[src/rtl/sram_arbiter.sv]
`default_nettype none
// ============================================================================
// Module   : sram_arbiter
// Brief    : Shares one SRAM port between VGA (default owner) and three
//            requesters (UART, M1, M2). Define ARB_ROUND_ROBIN_EN for
//            round-robin arbitration; otherwise fixed priority UART>M1>M2.
// Revision : 1.0
// ============================================================================
module sram_arbiter (
  input  logic        CLOCK_50_I,
  input  logic        resetn,
  input  logic [2:0]  req,
  input  logic [2:0]  done,
  input  logic [53:0] req_address,
  input  logic [47:0] req_write_data,
  input  logic [2:0]  req_we_n,
  input  logic [17:0] vga_address,
  output logic [2:0]  grant,
  output logic        vga_enable,
  output logic [17:0] SRAM_address,
  output logic [15:0] SRAM_write_data,
  output logic        SRAM_we_n,
  output logic [25:0] grant_cycles
);

  typedef enum logic [1:0] {
    S_VGA     = 2'd0,
    S_SWITCH  = 2'd1,
    S_OWNED   = 2'd2,
    S_RELEASE = 2'd3
  } state_t;

  localparam logic [25:0] C_CNT_MAX = 26'h3FF_FFFF;

  state_t      r_state;
  logic [1:0]  r_winner;
  logic [25:0] r_count;
  logic [17:0] r_hold_addr;
  logic [2:0]  r_grant;
  logic        r_vga_enable;
  logic [25:0] r_grant_cycles;

  logic [17:0] w_win_addr;
  logic [15:0] w_win_data;
  logic        w_win_we_n;
  logic        w_win_req;
  logic        w_win_done;
  logic [2:0]  w_win_onehot;
  logic [2:0]  w_rel_req;
  logic [1:0]  w_pick_idle;
  logic [1:0]  w_pick_rel;
  logic [25:0] w_count_inc;

  // Select the current winner's request fields.
  always_comb begin
    w_win_addr   = req_address[17:0];
    w_win_data   = req_write_data[15:0];
    w_win_we_n   = req_we_n[0];
    w_win_req    = req[0];
    w_win_done   = done[0];
    w_win_onehot = 3'b001;
    case (r_winner)
      2'd1: begin
        w_win_addr   = req_address[35:18];
        w_win_data   = req_write_data[31:16];
        w_win_we_n   = req_we_n[1];
        w_win_req    = req[1];
        w_win_done   = done[1];
        w_win_onehot = 3'b010;
      end
      2'd2: begin
        w_win_addr   = req_address[53:36];
        w_win_data   = req_write_data[47:32];
        w_win_we_n   = req_we_n[2];
        w_win_req    = req[2];
        w_win_done   = done[2];
        w_win_onehot = 3'b100;
      end
      default: ;
    endcase
  end

  // The releasing owner is masked out so it cannot be regranted back-to-back.
  assign w_rel_req   = req & ~w_win_onehot;
  assign w_count_inc = (r_count == C_CNT_MAX) ? C_CNT_MAX : r_count + 26'd1;

`ifdef ARB_ROUND_ROBIN_EN
  logic [1:0] r_rr_ptr;

  function automatic logic [1:0] pick(input logic [2:0] r, input logic [1:0] start);
    logic [2:0] idx;
    logic       found;
    pick  = 2'd0;
    found = 1'b0;
    for (int k = 0; k < 3; k++) begin
      idx = {1'b0, start} + 3'(k);
      if (idx >= 3'd3) idx = idx - 3'd3;
      if (!found && r[idx[1:0]]) begin
        pick  = idx[1:0];
        found = 1'b1;
      end
    end
  endfunction

  assign w_pick_idle = pick(req, r_rr_ptr);
  assign w_pick_rel  = pick(w_rel_req, r_rr_ptr);
`else
  function automatic logic [1:0] pick(input logic [2:0] r);
    if (r[0])      pick = 2'd0;
    else if (r[1]) pick = 2'd1;
    else if (r[2]) pick = 2'd2;
    else           pick = 2'd0;
  endfunction

  assign w_pick_idle = pick(req);
  assign w_pick_rel  = pick(w_rel_req);
`endif

  always_ff @(posedge CLOCK_50_I or negedge resetn) begin
    if (!resetn) begin
      r_state        <= S_VGA;
      r_winner       <= 2'd0;
      r_count        <= 26'd0;
      r_hold_addr    <= 18'd0;
      r_grant        <= 3'b000;
      r_vga_enable   <= 1'b1;
      r_grant_cycles <= 26'd0;
`ifdef ARB_ROUND_ROBIN_EN
      r_rr_ptr       <= 2'd0;
`endif
    end else begin
      case (r_state)
        S_VGA: begin
          if (|req) begin
            r_winner     <= w_pick_idle;
            r_vga_enable <= 1'b0;
            r_state      <= S_SWITCH;
          end
        end
        S_SWITCH: begin
          if (w_win_req) begin
            r_state <= S_OWNED;
            r_grant <= w_win_onehot;
            r_count <= 26'd0;
`ifdef ARB_ROUND_ROBIN_EN
            r_rr_ptr <= (r_winner == 2'd2) ? 2'd0 : r_winner + 2'd1;
`endif
          end else begin
            r_state      <= S_VGA;
            r_vga_enable <= 1'b1;
          end
        end
        S_OWNED: begin
          r_hold_addr <= w_win_addr;
          if (w_win_done) begin
            r_state        <= S_RELEASE;
            r_grant        <= 3'b000;
            r_grant_cycles <= w_count_inc;
          end else begin
            r_count <= w_count_inc;
          end
        end
        S_RELEASE: begin
          if (|w_rel_req) begin
            r_winner <= w_pick_rel;
            r_state  <= S_SWITCH;
          end else begin
            r_state      <= S_VGA;
            r_vga_enable <= 1'b1;
          end
        end
        default: begin
          r_state      <= S_VGA;
          r_grant      <= 3'b000;
          r_vga_enable <= 1'b1;
        end
      endcase
    end
  end

  // Data path follows the state combinationally so an owner sees no added latency.
  always_comb begin
    SRAM_address    = vga_address;
    SRAM_write_data = 16'd0;
    SRAM_we_n       = 1'b1;
    case (r_state)
      S_SWITCH:  SRAM_address = w_win_addr;
      S_OWNED: begin
        SRAM_address    = w_win_addr;
        SRAM_write_data = w_win_data;
        SRAM_we_n       = w_win_we_n;
      end
      S_RELEASE: SRAM_address = r_hold_addr;
      default: ;
    endcase
  end

  assign grant        = r_grant;
  assign vga_enable   = r_vga_enable;
  assign grant_cycles = r_grant_cycles;

endmodule
`default_nettype wire

[config.mk]
export PLATFORM = sky130hd
export DESIGN_NAME = sram_arbiter
export DESIGN_NICKNAME = d
export VERILOG_FILES = /design/src/rtl/sram_arbiter.sv
export SDC_FILE = /design/constraint.sdc
export NUM_CORES = 1
export LEC_CHECK = 0
export CAP_MARGIN = 40
export CELL_PAD_IN_SITES_DETAIL_PLACEMENT = 0
export CELL_PAD_IN_SITES_GLOBAL_PLACEMENT = 1
export CORE_UTILIZATION = 33
export CTS_CLUSTER_SIZE = 10
export DETAILED_ROUTE_END_ITERATION = 10
export PLACE_DENSITY = 0.88
export SYNTH_ARGS = -nofsm -noshare
export SYNTH_HDL_FRONTEND = slang
export SYNTH_SLANG_ARGS = --single-unit
[constraint.sdc]
create_clock -name CLOCK_50_I -period 2.9 [get_ports CLOCK_50_I]
set_input_delay 0.58 -clock CLOCK_50_I [delete_from_list [all_inputs] [get_ports CLOCK_50_I]]
set_output_delay 0.58 -clock CLOCK_50_I [all_outputs]
set_load 0.01 [all_outputs]
==> results summary <==
The required time reported for the critical path endpoint came out at 2.32 ns. Among all stages on the critical path, the largest delay is contributed by sky130_fd_sc_hd__clkdlybuf4s50_1. The max capacitance violation total came out at 0. The worst setup path is launched from a register. The critical path is of the reg -> out type. The total CTS buffers is 9. The number of buffers on the longest clock path came out at 2. The site row count came out at 45. The initial core utilization is 0.3419. CTS built an H-tree with a depth of 3. The die footprint is 16490 sq um. The largest total area in the synthesized netlist belongs to sky130_fd_sc_hd__dfrtp_1. Clock skew on the completed layout was measured at 0.004838 ns.

The number of antenna violations at the first check in global routing is 0. The most frequently used cell type in the post-synthesis netlist is sky130_fd_sc_hd__nand2_1. The number of diodes added for antenna fixing is 0.

The number of global-route vias before repair came to 5173. The area share of the largest cell type after synthesis came out at 0.3653. For this run, the register share of the synthesized area comes to 0.3703. The average wire length per cell after detail routing came out at 16.91 microns.

The routed wire length came out at 17.30 mm. The worst setup path is captured at an output pin. The run finished with clean final reports. The signal arrival time at the worst endpoint came out at 2.19 ns. The share of cells above drive strength 1 came out at 0.1133.

Synthesis inferred 78 register bits. The area of the core came out at 15430 sq um. In this run the worst hold path is classified as in -> async.

The count of final hold-check violations was 0. The cell area power density came out at 875.3 nW/um^2. The die is approximately 130 microns tall.

In this design, the critical path's most frequently occurring cell is sky130_fd_sc_hd__buf_8. The number of DRC violations after detailed-routing iteration 0 came out at 230. The transition time at the pin with the least slew margin is ~0.6 ns.

The clock slew at the register clock pins of the worst setup and hold paths came out at 0.06 ns. The share of flip-flops with an asynchronous set or reset after synthesis came out at 1.000. The final route contains ~5400 vias. The final RePlAce weighted congestion is a little over 0.8.

Counting both buffers and inverters, the worst setup path holds a total of 4. The detailed-route vias per instance is 5.258. For this design the top-level I/O count stands at roughly 200. Of the available clock period, the critical path in the final layout requires 0.9541. The first-pass GRT wire length came out at 27.65 mm. Measured along the x axis, the die boundary spans 128.4 microns. The dominant register cell in the synthesized netlist is sky130_fd_sc_hd__dfrtp_1.

The count of nets left with antenna violations after detail routing is 0. Across the VDD grid, the largest voltage drop is around 0.65 mV. The first-pass iteration count of the detailed router came out at 4. The post-synthesis net count is 763. The number of warnings printed during yosys synthesis came out at 0.

The detailed placer's ending HPWL came out at 12.53 mm. The largest net degree at the start of global routing is 79. Sorting the synthesized cells by how often they occur yields 88 x sky130_fd_sc_hd__nand2_1, 83 x sky130_fd_sc_hd__o21ai_0, 77 x sky130_fd_sc_hd__dfrtp_1. The upper clock frequency limit came out at about 0.36 GHz. The slack of the critical path is between 0.1 and 0.15 ns. After synthesis, the cell types taking the most area are sky130_fd_sc_hd__dfrtp_1 37%, sky130_fd_sc_hd__o21ai_0 7.9%, sky130_fd_sc_hd__a22oi_1 7.7%. Setup repair after global routing left no endpoint under its margin. Adding up every negative setup slack in the final design gives 0 ns. Counting every sink on the clock net gives 78. The total track usage came out at 0.2135. The final total power came out at 6.970 mW. The delay contributed by the slowest stage of the critical path is 0.53 ns.

At the placement stage, the worst setup path has a slack of -0.08187 ns. The clock latency at the later pin of the worst-skew pair is 0.34 ns. The remaining routing DRC violations came out at 0. The layout overhead on the synthesized area came out at 50.95%. Hold timing on the final database bottoms out at a slack of 0.2561 ns.

Subtracting the final worst setup slack from the clock period gives 2.767 ns. The tree is rooted in a sky130_fd_sc_hd__clkbuf_16. TritonCTS built the clock tree.

The total grt overflow is 0. The total placed instance area is 7579 sq um. The worst max-slew margin expressed relative to the limit is 0.6080. The critical path goes through inv_2, ha_4, buf_8, buf_8, o21ai_0, and2_1, clkdlybuf4s50_1. The netlist area before placement came out at 5275 sq um. Broken down by cell family, the worst path's largest delay share belongs to buffers and inverters. The leakage power of the design is 3.262 nW. The per-instance average area after synthesis is approximately 8.5 sq um. The synthesized netlist contains just over 60 unique library cells. Summing all non-filler instances in the final layout gives an area of between 7000 and 8000 sq um.

The final-report max-slew violation count came out at 0. The gate count after technology mapping is around 620. In this run the worst path has a maximum fanout of 19. The final setup violation count came out at 0. During placement, the flow inserted port buffers numbering 195. The net count of the finished layout came out at 948. Yosys mapped a number of flops with a built-in enable equal to 0.
timing repair:
item | 4_1_cts | 5_1_grt
buffers inserted | 0 | 1
resized for setup | 38 | 13
setup endpoints to repair | 24 | 15
hold buffers | 0 | 0
metrics by stage:
step | std cells | util
floorplan | 622 | -
global placement | 1006 | 0.4912
detailed placement | 1006 | 0.4912
CTS | 1022 | 0.5144
global route | 1023 | 0.5161
finish | 1023 | 0.5161
sequential cells by signal (all words and copies together) (netlist names), named ones only:
register / flops
r_hold_addr: 18
r_count: 26
grant: 3
grant_cycles: 26
r_state: 1
r_winner: 2
vga_enable: 1
worst paths after layout:
path / depth (start not counted) / startpoint / to / slack, ns
setup / recovery: 7 / r_winner[0]$_DFFE_PN0P_ / SRAM_write_data[13] / 0.13
hold / removal: 2 / resetn / r_hold_addr[11]$_DFFE_PN0P_ / 0.26
setup reg to reg: 9 / r_winner[0]$_DFFE_PN0P_ / r_count[19]$_DFFE_PN0P_ / 0.42
hold reg to reg: 2 / grant_cycles[14]$_DFFE_PN0P_ / grant_cycles[14]$_DFFE_PN0P_ / 0.49
max in group asynchronous: 2 / resetn / vga_enable$_DFFE_PN1P_ / 2.27
min in group CLOCK_50_I: 2 / grant_cycles[14]$_DFFE_PN0P_ / grant_cycles[14]$_DFFE_PN0P_ / 0.49
report_power, final:
part / switching (mW) / internal, mW
combinational: 2.09 / 1.93
clock: 0.447 / 0.866
sequential: 0.203 / 1.43
total: 2.74 / 4.23
layout by cell type (no fill, tap or decap), drive strengths merged, types with 5 or more instances in the layout:
cell / count
ha: 10
nand3: 10
and4: 5
nand2b: 6
dfrtp: 77
o21ai: 85
xor2: 5
nor3: 12
xnor2: 8
dlygate4sd2: 17
mux2: 19
buf: 33
nand2: 88
mux2i: 6
clkdlybuf4s50: 175
inv: 13
nand4: 9
a31oi: 17
clkbuf: 12
and2: 16
a22oi: 54
and3: 7
a21oi: 22
nor2: 45
per-layer routing:
layer | routed length [microns] | vias up | track usage
met3 | 1284 | 25 | 0.05780
met5 | 0 | - | 0
met1 | 7303 | 2545 | 0.2540
li1 | - | 2634 | -
met4 | 333 | 0 | 0.06228
met2 | 8380 | 175 | 0.3755
layout make-up:
cell class / instances / area, sq um
Fill cell: 1498 / 7465
Multi-Input combinational cell: 478 / 3055
Timing Repair Buffer: 227 / 2292
Sequential cell: 78 / 1953
Tap cell: 211 / 264.0
Clock buffer: 11 / 242.7
Clock inverter: 5 / 106.4
Inverter: 13 / 48.80
kinds of logic after synthesis:
kind of cell / share of synthesized area
mux: 0.05195
flops: 0.3703
xor+xnor: 0.02158
fa+ha+maj: 0.02372
simple gates: 0.2049
compound gates: 0.2709
buf+inv: 0.05669
No activity file was read; power rests on OpenSTA's default activity.
